`src/rtl/shift_operand_stage.sv`:
```
// Two-entry in-order operand FIFO that decodes shift requests for a barrel shifter.
// Define SHIFT_STAGE_WORD32_EN to make the 32-bit word ops (SLLW/SRLW/SRAW) legal.
module shift_operand_stage #(
    parameter int TAG_W = 4
) (
    input  logic             clock,
    input  logic             reset,
    input  logic             io_in_valid,
    output logic             io_in_ready,
    input  logic [3:0]       io_in_bits_op,
    input  logic [63:0]      io_in_bits_src,
    input  logic [63:0]      io_in_bits_amt,
    input  logic [TAG_W-1:0] io_in_bits_tag,
    output logic             io_out_valid,
    input  logic             io_out_ready,
    output logic [63:0]      io_out_data,
    output logic [5:0]       io_out_shiftAmount,
    output logic [5:0]       io_out_dir,
    output logic             io_out_word,
    output logic [TAG_W-1:0] io_out_tag,
    output logic [7:0]       io_illegalCount
);

    localparam logic [5:0] DIR_SLL = 6'h0B;
    localparam logic [5:0] DIR_SRL = 6'h0C;
    localparam logic [5:0] DIR_SRA = 6'h0D;

    logic             dec_legal;
    logic [63:0]      dec_data;
    logic [5:0]       dec_amt;
    logic [5:0]       dec_dir;
    logic             dec_word;

    logic [63:0]      data_q  [2];
    logic [5:0]       amt_q   [2];
    logic [5:0]       dir_q   [2];
    logic             word_q  [2];
    logic [TAG_W-1:0] tag_q   [2];

    logic             wr_ptr_q, wr_ptr_d;
    logic             rd_ptr_q, rd_ptr_d;
    logic [1:0]       count_q,  count_d;
    logic [7:0]       illegal_q, illegal_d;

    logic             in_fire;
    logic             enq;
    logic             deq;

    // Only amt[5:0] ever reaches the shifter.
    logic unused_amt;
    assign unused_amt = ^io_in_bits_amt[63:6];

    always_comb begin
        dec_legal = 1'b1;
        dec_data  = io_in_bits_src;
        dec_amt   = io_in_bits_amt[5:0];
        dec_dir   = DIR_SLL;
        dec_word  = 1'b0;
        case (io_in_bits_op)
            4'd0: dec_dir = DIR_SLL;
            4'd1: dec_dir = DIR_SRL;
            4'd2: dec_dir = DIR_SRA;
`ifdef SHIFT_STAGE_WORD32_EN
            4'd4: begin
                dec_dir  = DIR_SLL;
                dec_data = {32'b0, io_in_bits_src[31:0]};
                dec_amt  = {1'b0, io_in_bits_amt[4:0]};
                dec_word = 1'b1;
            end
            4'd5: begin
                dec_dir  = DIR_SRL;
                dec_data = {32'b0, io_in_bits_src[31:0]};
                dec_amt  = {1'b0, io_in_bits_amt[4:0]};
                dec_word = 1'b1;
            end
            4'd6: begin
                dec_dir  = DIR_SRA;
                dec_data = {{32{io_in_bits_src[31]}}, io_in_bits_src[31:0]};
                dec_amt  = {1'b0, io_in_bits_amt[4:0]};
                dec_word = 1'b1;
            end
`endif
            default: dec_legal = 1'b0;
        endcase
    end

    assign io_in_ready  = (count_q != 2'd2);
    assign io_out_valid = (count_q != 2'd0);
    assign in_fire      = io_in_valid && io_in_ready;
    assign enq          = in_fire && dec_legal;
    assign deq          = io_out_valid && io_out_ready;

    always_comb begin
        wr_ptr_d  = wr_ptr_q ^ enq;
        rd_ptr_d  = rd_ptr_q ^ deq;
        count_d   = count_q + {1'b0, enq} - {1'b0, deq};
        illegal_d = illegal_q;
        if (in_fire && !dec_legal && illegal_q != 8'hFF) begin
            illegal_d = illegal_q + 8'd1;
        end
    end

    always_ff @(posedge clock or posedge reset) begin
        if (reset) begin
            wr_ptr_q  <= 1'b0;
            rd_ptr_q  <= 1'b0;
            count_q   <= 2'd0;
            illegal_q <= 8'd0;
            for (int i = 0; i < 2; i++) begin
                data_q[i] <= '0;
                amt_q[i]  <= '0;
                dir_q[i]  <= '0;
                word_q[i] <= 1'b0;
                tag_q[i]  <= '0;
            end
        end else begin
            wr_ptr_q  <= wr_ptr_d;
            rd_ptr_q  <= rd_ptr_d;
            count_q   <= count_d;
            illegal_q <= illegal_d;
            if (enq) begin
                data_q[wr_ptr_q] <= dec_data;
                amt_q[wr_ptr_q]  <= dec_amt;
                dir_q[wr_ptr_q]  <= dec_dir;
                word_q[wr_ptr_q] <= dec_word;
                tag_q[wr_ptr_q]  <= io_in_bits_tag;
            end
        end
    end

    // Head fields are forced to zero whenever the FIFO is empty.
    assign io_out_data        = io_out_valid ? data_q[rd_ptr_q] : 64'd0;
    assign io_out_shiftAmount = io_out_valid ? amt_q[rd_ptr_q]  : 6'd0;
    assign io_out_dir         = io_out_valid ? dir_q[rd_ptr_q]  : 6'd0;
    assign io_out_tag         = io_out_valid ? tag_q[rd_ptr_q]  : '0;
`ifdef SHIFT_STAGE_WORD32_EN
    assign io_out_word        = io_out_valid ? word_q[rd_ptr_q] : 1'b0;
`else
    logic unused_word;
    assign unused_word = word_q[0] ^ word_q[1];
    assign io_out_word = 1'b0;
`endif
    assign io_illegalCount    = illegal_q;

endmodule
```
`config.mk`:
```
export PLATFORM = sky130hd
export DESIGN_NAME = shift_operand_stage
export DESIGN_NICKNAME = d
export VERILOG_FILES = /design/src/rtl/shift_operand_stage.sv
export SDC_FILE = /design/constraint.sdc
export NUM_CORES = 1
export LEC_CHECK = 0
export CAP_MARGIN = 10
export CORE_MARGIN = 8
export CORE_UTILIZATION = 43
export CTS_CLUSTER_DIAMETER = 150
export DETAILED_ROUTE_END_ITERATION = 12
export PLACE_DENSITY = 0.76
export SETUP_SLACK_MARGIN = 0.1
export SKIP_CTS_REPAIR_TIMING = 1
export SYNTH_ARGS = -nofsm -noshare
export SYNTH_HDL_FRONTEND = slang
export SYNTH_SLANG_ARGS = --single-unit
export TNS_END_PERCENT = 30
```
`constraint.sdc`:
```
create_clock -name clock -period 5.4 [get_ports clock]
set_clock_uncertainty 0.1 [all_clocks]
set_input_delay 0.54 -clock clock [delete_from_list [all_inputs] [get_ports clock]]
set_output_delay 0.54 -clock clock [all_outputs]
set_load 0.02 [all_outputs]
```
==> reports/qor.csv, run 1 <==
stage,metric,value,unit
outcome,status,"complete, no violations",
drt,top sig layer,met4,
place,Final HPWL DP,11700,microns
synth,Syn Std Cell Area,0.00758,sq mm
synth,sequential area share after synthesis,0.555,
grt,pin count of the biggest net entering global routing,101,
floorplan,area of the die,0.0221,sq mm
synth,syn_area_per_cell,13.3,sq um
synth,top-count cell post-synth,dfrtp_1,
sta,Max Slew Vio Count,0,
place,placed cell count,937,
sta,unrepaired setup endpoints after global routing,false,
grt,initial antenna violation count,0,
floorplan,chip width,149,microns
floorplan,IO Pins,231,
drt,post-route met1 wirelength,7160,microns
synth,Yosys top cell by area,dfrtp_1,
clock_tree,CTS Root Cell,clkbuf_16,
place,GPL Wtd Cong,0.727,
synth,ys flop type,dfrtp_1,
place,DP Worst Slack,1.94,ns
place,I/O Buffers,169,
clock_tree,Longest Clk Path Bufs,2,
sta,setup TNS,0,ns
power_and_ir_drop,pwr/cell area,668,mW/mm^2
floorplan,Core ar.,0.0173,sq mm
grt,global route overflow,0,
drt,vias,4904,
sta,Setup-failing EPs final,0,
critical_path,CP max FO,40,
power_and_ir_drop,Pleak,4.47,nW
drt,drt wl/cell,17.9,microns
clock_tree,TritonCTS clock tree,yes,
finish,Non-Filler Instances,969,
drt,DRT Pass-1 Iters,4,
drt,DRT antenna net count,0,
clock_tree,clock slew at reported path FFs,0.07,ns
synth,Post-synth EDFFs,0,
synth,Synth area leaders,"dfrtp_1 (55%), mux2_2 (21%), mux2i_1 (10%), nor2_1 (4.0%), mux2_4 (0.99%)",
synth,synth warn,0,
synth,Yosys cell types,36,
grt,first-pass GRT wire length,28500,microns
synth,#FFs+latches synth,168,
min_path,Hold Crit Class,register to register,
finish,layout cell share with drive strength beyond 1,0.261,
finish,Layout Area Growth over Synthesis,32.5,%
critical_path,Worst Path Required,4.76,ns
floorplan,Die H,149,microns
clock_tree,clock sinks,168,
drt,met2 wire length,8960,microns
floorplan,Rows,48,
drt,routed wl met3,945,microns
sta,Final min period,3.58,ns
drt,DR iter-0 viols,186,
finish,ANT cells,0,
grt,Total GRT Usage,0.161,
sta,highest clock rate,0.279,GHz
synth,asr flop ratio synth,1.00,
synth,"top cells by count, synth","dfrtp_1 (168), mux2_2 (144), nor2_1 (80), mux2i_1 (79), clkbuf_1 (16)",
sta,setup ws final,1.82,ns
critical_path,Worst Path Arrival,2.94,ns
floorplan,Starting Density,0.438,
grt,vias in the first global route,5499,
drt,via/cell ratio,5.06,
critical_path,CP endpoint kind,primary output,
clock_tree,htree depth,4,
drt,DRC Markers,0,
finish,nets,874,
clock_tree,clock buffer count from CTS,17,
sta,fin crit share,0.663,
drt,routed wire length,17400,microns
critical_path,critical path class,register to primary output,
synth,Mapped Cells,572,
clock_tree,Skew-Pair Late Insertion Delay,0.41,ns
critical_path,CP startpoint kind,register,
power_and_ir_drop,maximum vdd drop,0.375,mV
sta,"Hold Vio Cnt, Final",0,
synth,Synth top area share,0.555,
sta,Rel. slew slack,0.197,
sta,Worst Tran Pin Value,1.20,ns
run,Max Cap Viol,0,
==> layout by cell type, fill, tap and decap left out, types with 3 or more instances in the layout <==
cell             Yosys  layout
mux2_4               5       5
clkinvlp_4           0       4
clkinv_2             0       3
xnor2_1              8       8
mux2_2             144     144
inv_1                8       7
mux2i_1             79      79
and3_1               4       4
buf_4                4       6
nor2_1              80      79
clkbuf_16            0      17
xor2_1               3       3
clkdlybuf4s50_1      0     169
conb_1               1       3
nand2_1              8       8
dfrtp_1            168     167
==> area by class of cell <==
cell class | count | area, sq um
Timing Repair Buffer | 175 | 1740
Tap cell | 225 | 282
Clock buffer | 21 | 460
Fill cell | 1411 | 7250
Inverter | 9 | 38.8
Clock inverter | 11 | 123
Multi-Input combinational cell | 360 | 3200
Sequential cell | 168 | 4210
==> cell families after synthesis <==
| family | after synthesis | synth area share |
|---|---|---|
| fa+ha+maj | 3 | 0.00495 |
| flops | 168 | 0.555 |
| buf+inv | 46 | 0.0281 |
| xor+xnor | 11 | 0.0127 |
| compound gates | 8 | 0.0111 |
| other cells | 1 | 0.000495 |
| mux | 228 | 0.328 |
| simple gates | 107 | 0.0601 |
==> sequential cells by signal (all words and copies together), names as in the netlist <==
name             count
data_q             128
amt_q               12
dir_q                8
io_illegalCount      8
tag_q                8
count_q              2
rd_ptr_q             1
wr_ptr_q             1
==> critical path, stage by stage, from the launching register on <==
cell and delay, ns:
dfrtp_1 0.43, nor2_4 0.79, buf_4 0.56, nor2_1 0.15, clkdlybuf4s50_1 0.57
==> worst paths after layout <==
| path | from | end | slack, ns | depth (start not counted) |
|---|---|---|---|---|
| worst max-delay path | count_q[1]$_DFF_PP0_ | io_out_data[63] | 1.82 | 4 |
| worst min-delay path | dir_q[3]$_DFFE_PP0P_ | dir_q[3]$_DFFE_PP0P_ | 0.37 | 1 |
| worst max register to register | count_q[1]$_DFF_PP0_ | tag_q[5]$_DFFE_PP0P_ | 2.68 | 5 |
| min in group asynchronous | reset | data_q[118]$_DFFE_PP0P_ | 0.61 | 2 |
| worst min register to register | dir_q[3]$_DFFE_PP0P_ | dir_q[3]$_DFFE_PP0P_ | 0.37 | 1 |
| max in group asynchronous | reset | data_q[12]$_DFFE_PP0P_ | 3.53 | 3 |
==> report_power, final <==
| part | total, mW | switching (mW) | internal [mW] |
|---|---|---|---|
| Clock | 1.19 | 0.483 | 0.706 |
| Sequential | 2.20 | 0.330 | 1.87 |
| Combinational | 3.32 | 1.63 | 1.69 |
| Total | 6.71 | 2.44 | 4.27 |
==> metal layers <==
layer	global-route usage	vias up
met5	0	-
met4	0.0606	0
met2	0.284	106
met3	0.0437	23
li1	-	2280
met1	0.184	2495
==> metrics by stage <==
step	hold WS (ns)	util	total power [mW]	area, sq um
after floorplan	0.334	-	4.17	7590
after global placement	0.351	0.547	5.47	9470
after detailed placement	0.356	0.547	5.58	9470
after CTS	0.371	0.581	6.80	10000
after global routing	0.409	0.581	7.13	10000
final	0.369	0.581	6.71	10000
Power figures use the tool's default switching activity.
==> run 2: changes to the inputs <==
- CORE_UTILIZATION: 43 -> 47
- PLACE_DENSITY: 0.76 -> 0.79
- clock period: 5.4 -> 3.66 ns (I/O delays scaled with it)
==> run 2 against run 1 <==
Via count up 1.1%. Sequential power up 53%. Sequential cell count unchanged. Total power up 48%. Register-to-register slack worse by 1.4 ns. Critical path depth unchanged. Setup slack worse by 1.2 ns. Clock-buffer cell count up 4. Global-route usage up 1.3 points. Design area up 0.41%. Non-clock buffer count up 4. Largest power group unchanged.
==> reports/qor.csv, run 2 (synthesis gave the netlist of run 1 again) <==
stage,metric,value,unit,change
outcome,status,"complete, no violations",,
floorplan,Core ar.,0.0158,sq mm,-8.5%
critical_path,CP max FO,38,,-5.0%
sta,unrepaired setup endpoints after global routing,false,,
min_path,Hold Crit Class,register to register,,
critical_path,CP endpoint kind,primary output,,
critical_path,Worst Path Arrival,2.60,ns,-0.34 ns
min_path,worst hold path endpoint,dir_q[3]$_DFFE_PP0P_,,
drt,DRT Pass-1 Iters,4,,unchanged
critical_path,R2R Path Start,count_q[1]$_DFF_PP0_,,
power_and_ir_drop,Clk pwr share,0.174,,-0.003
floorplan,Rows,46,,-4.2%
clock_tree,Skew-Pair Late Insertion Delay,0.41,ns,about the same
grt,initial antenna violation count,0,,unchanged
grt,Total GRT Usage,0.175,,+0.0132
floorplan,Die H,143,microns,-3.9%
sta,Rel. slew slack,0.372,,+0.175
power_and_ir_drop,total power,9.91,mW,+48%
clock_tree,clock buffer count from CTS,17,,unchanged
drt,drt wl/cell,17.9,microns,about the same
min_path,hold_sp,dir_q[3]$_DFFE_PP0P_,,
clock_tree,clock slew at reported path FFs,0.06,ns,about the same
drt,vias,4960,,+1.1%
sta,fin crit share,0.838,,
sta,Worst Tran Pin Value,0.942,ns,-0.262 ns
place,placed cell count,932,,-0.53%
finish,largest register by flop count,data_q,,
place,I/O Buffers,169,,unchanged
finish,"commonest non-fill, non-tap cell in the layout",clkdlybuf4s50_1,,
drt,DR iter-0 viols,219,,+18%
clock_tree,Longest Clk Path Bufs,2,,unchanged
drt,via/cell ratio,5.15,,+1.8%
critical_path,Crit path largest cell delay,0.90,ns,+0.11 ns
critical_path,Worst Path Required,3.19,ns,-1.57 ns
critical_path,critical path class,register to primary output,,
finish,max FFs per register,128,,unchanged
critical_path,Crit path depth,4,,unchanged
clock_tree,clock sinks,168,,unchanged
power_and_ir_drop,Sw Share,0.365,,+0.000365
power_and_ir_drop,pwr/cell area,982,mW/mm^2,+47%
sta,Setup-failing EPs final,0,,unchanged
grt,first-pass GRT wire length,28000,microns,-1.8%
sta,highest clock rate,0.326,GHz,
power_and_ir_drop,Gate power share,0.486,,-0.008
place,Final HPWL DP,11700,microns,-0.37%
sta,"Hold Vio Cnt, Final",0,,unchanged
finish,layout cell share with drive strength beyond 1,0.262,,+0.00163
critical_path,CP startpoint kind,register,,
finish,fin area,0.0101,sq mm,+0.41%
grt,global route overflow,0,,unchanged
sta,Max Slew Vio Count,0,,unchanged
critical_path,CP Cell Sequence,buf_4 > mux2i_1 > nor2_1 > clkdlybuf4s50_1,,
critical_path,buffers and inverters on the worst path,2,,unchanged
finish,ANT cells,0,,unchanged
clock_tree,htree depth,4,,unchanged
finish,most frequent cells in the layout,"clkdlybuf4s50_1 (169), dfrtp_1 (167), mux2_2 (144)",,
power_and_ir_drop,P_sw,3.61,mW,+48%
finish,Layout Area Growth over Synthesis,33.1,%,
power_and_ir_drop,maximum vdd drop,0.571,mV,+52%
place,DP Area,0.00952,sq mm,+0.58%
critical_path,R2R Setup Slk,1.32,ns,-1.36 ns
finish,nets,878,,+0.46%
power_and_ir_drop,register share of total power,0.340,,+0.011
place,GPL Wtd Cong,0.766,,+5.4%
clock_tree,TritonCTS clock tree,yes,,
grt,vias in the first global route,5441,,-1.1%
run,Max Cap Viol,0,,unchanged
critical_path,Reg2Reg Depth,6,,+1
finish,Non-Filler Instances,963,,-0.62%
floorplan,Starting Density,0.479,,+0.0407
floorplan,chip width,143,microns,-3.9%
critical_path,CP max stage cell,dfrtp_4,,
floorplan,IO Pins,231,,unchanged
drt,DRC Markers,0,,unchanged
finish,top flop regs,"data_q (128), amt_q (12)",,
clock_tree,CTS Root Cell,clkbuf_16,,
drt,routed wire length,17300,microns,-0.58%
sta,setup TNS,0,ns,unchanged
critical_path,FF-to-FF End,data_q[75]$_DFFE_PP0P_,,
sta,Final min period,3.07,ns,
power_and_ir_drop,Int Pwr,6.30,mW,+48%
drt,DRT antenna net count,0,,unchanged
power_and_ir_drop,Pleak,4.50,nW,+0.64%
min_path,hold path cells,1,,unchanged
floorplan,area of the die,0.0205,sq mm,-7.6%
grt,pin count of the biggest net entering global routing,169,,+67%
critical_path,family with the most delay on the worst path,buffers and inverters,,
-- run 2: cell count changes in the layout (fill, tap and decap cells not counted), sizes merged --
| cell | change |
|---|---|
| inv | -1 |
| bufinv | -1 |
| clkbuf | +4 |
| buf | +4 |
| clkinv | -2 |
| clkinvlp | -1 |
-- run 2: area by class of cell --
cell class	instances	area [sq um]
Fill cell	1171	5740
Tap cell	216	270
Timing Repair Buffer	179	1800
Sequential cell	168	4210
Clock inverter	6	63.8
Clock buffer	25	505
Inverter	9	37.5
Multi-Input combinational cell	360	3200
-- run 2: how the worst max path moves through the flow --
stage | startpoint | end
detailed placement | io_in_bits_op[0] | data_q[75]$_DFFE_PP0P_
finish | rd_ptr_q$_DFF_PP0_ | io_out_data[15]
floorplan | reset | amt_q[0]$_DFFE_PP0P_
CTS | rd_ptr_q$_DFF_PP0_ | io_out_data[12]
global placement | io_in_bits_op[0] | amt_q[8]$_DFFE_PP0P_
global route | rd_ptr_q$_DFF_PP0_ | io_out_data[12]
-- run 2: power groups by stage --
| stage | combinational, mW | sequential (mW) | clock (mW) |
|---|---|---|---|
| after floorplan | 2.98 | 3.18 | 0 |
| after global placement | 4.76 | 3.32 | 0 |
| after detailed placement | 4.86 | 3.41 | 0 |
| after CTS | 4.89 | 3.38 | 1.77 |
| after global routing | 5.16 | 3.50 | 1.85 |
| final | 4.82 | 3.37 | 1.73 |
-- run 2: stage by stage --
| stage | hold WS, ns | util | worst slack, ns |
|---|---|---|---|
| final | 0.367 | 0.637 | 0.594 |
| after global routing | 0.378 | 0.637 | 0.451 |
| after CTS | 0.371 | 0.637 | 0.557 |
| after detailed placement | 0.352 | 0.602 | 0.708 |
| after global placement | 0.349 | 0.602 | 0.729 |
| after floorplan | 0.334 | - | 1.05 |
-- run 2: worst register-to-register path: cells and delay by family (launching register included) --
family	cells	cell delay (ns)
fa+ha+maj	1	0.41
simple gates	2	0.46
buf+inv	2	0.42
flops	1	0.43
mux	1	0.39
-- run 2: layer usage --
layer  GRT usage  share of wire  vias to the layer above
met4      0.0621          0.016                        0
met3      0.0461          0.056                       18
met5           0              0                        -
li1            -              -                     2292
met1       0.212           0.43                     2526
met2       0.293           0.50                      124
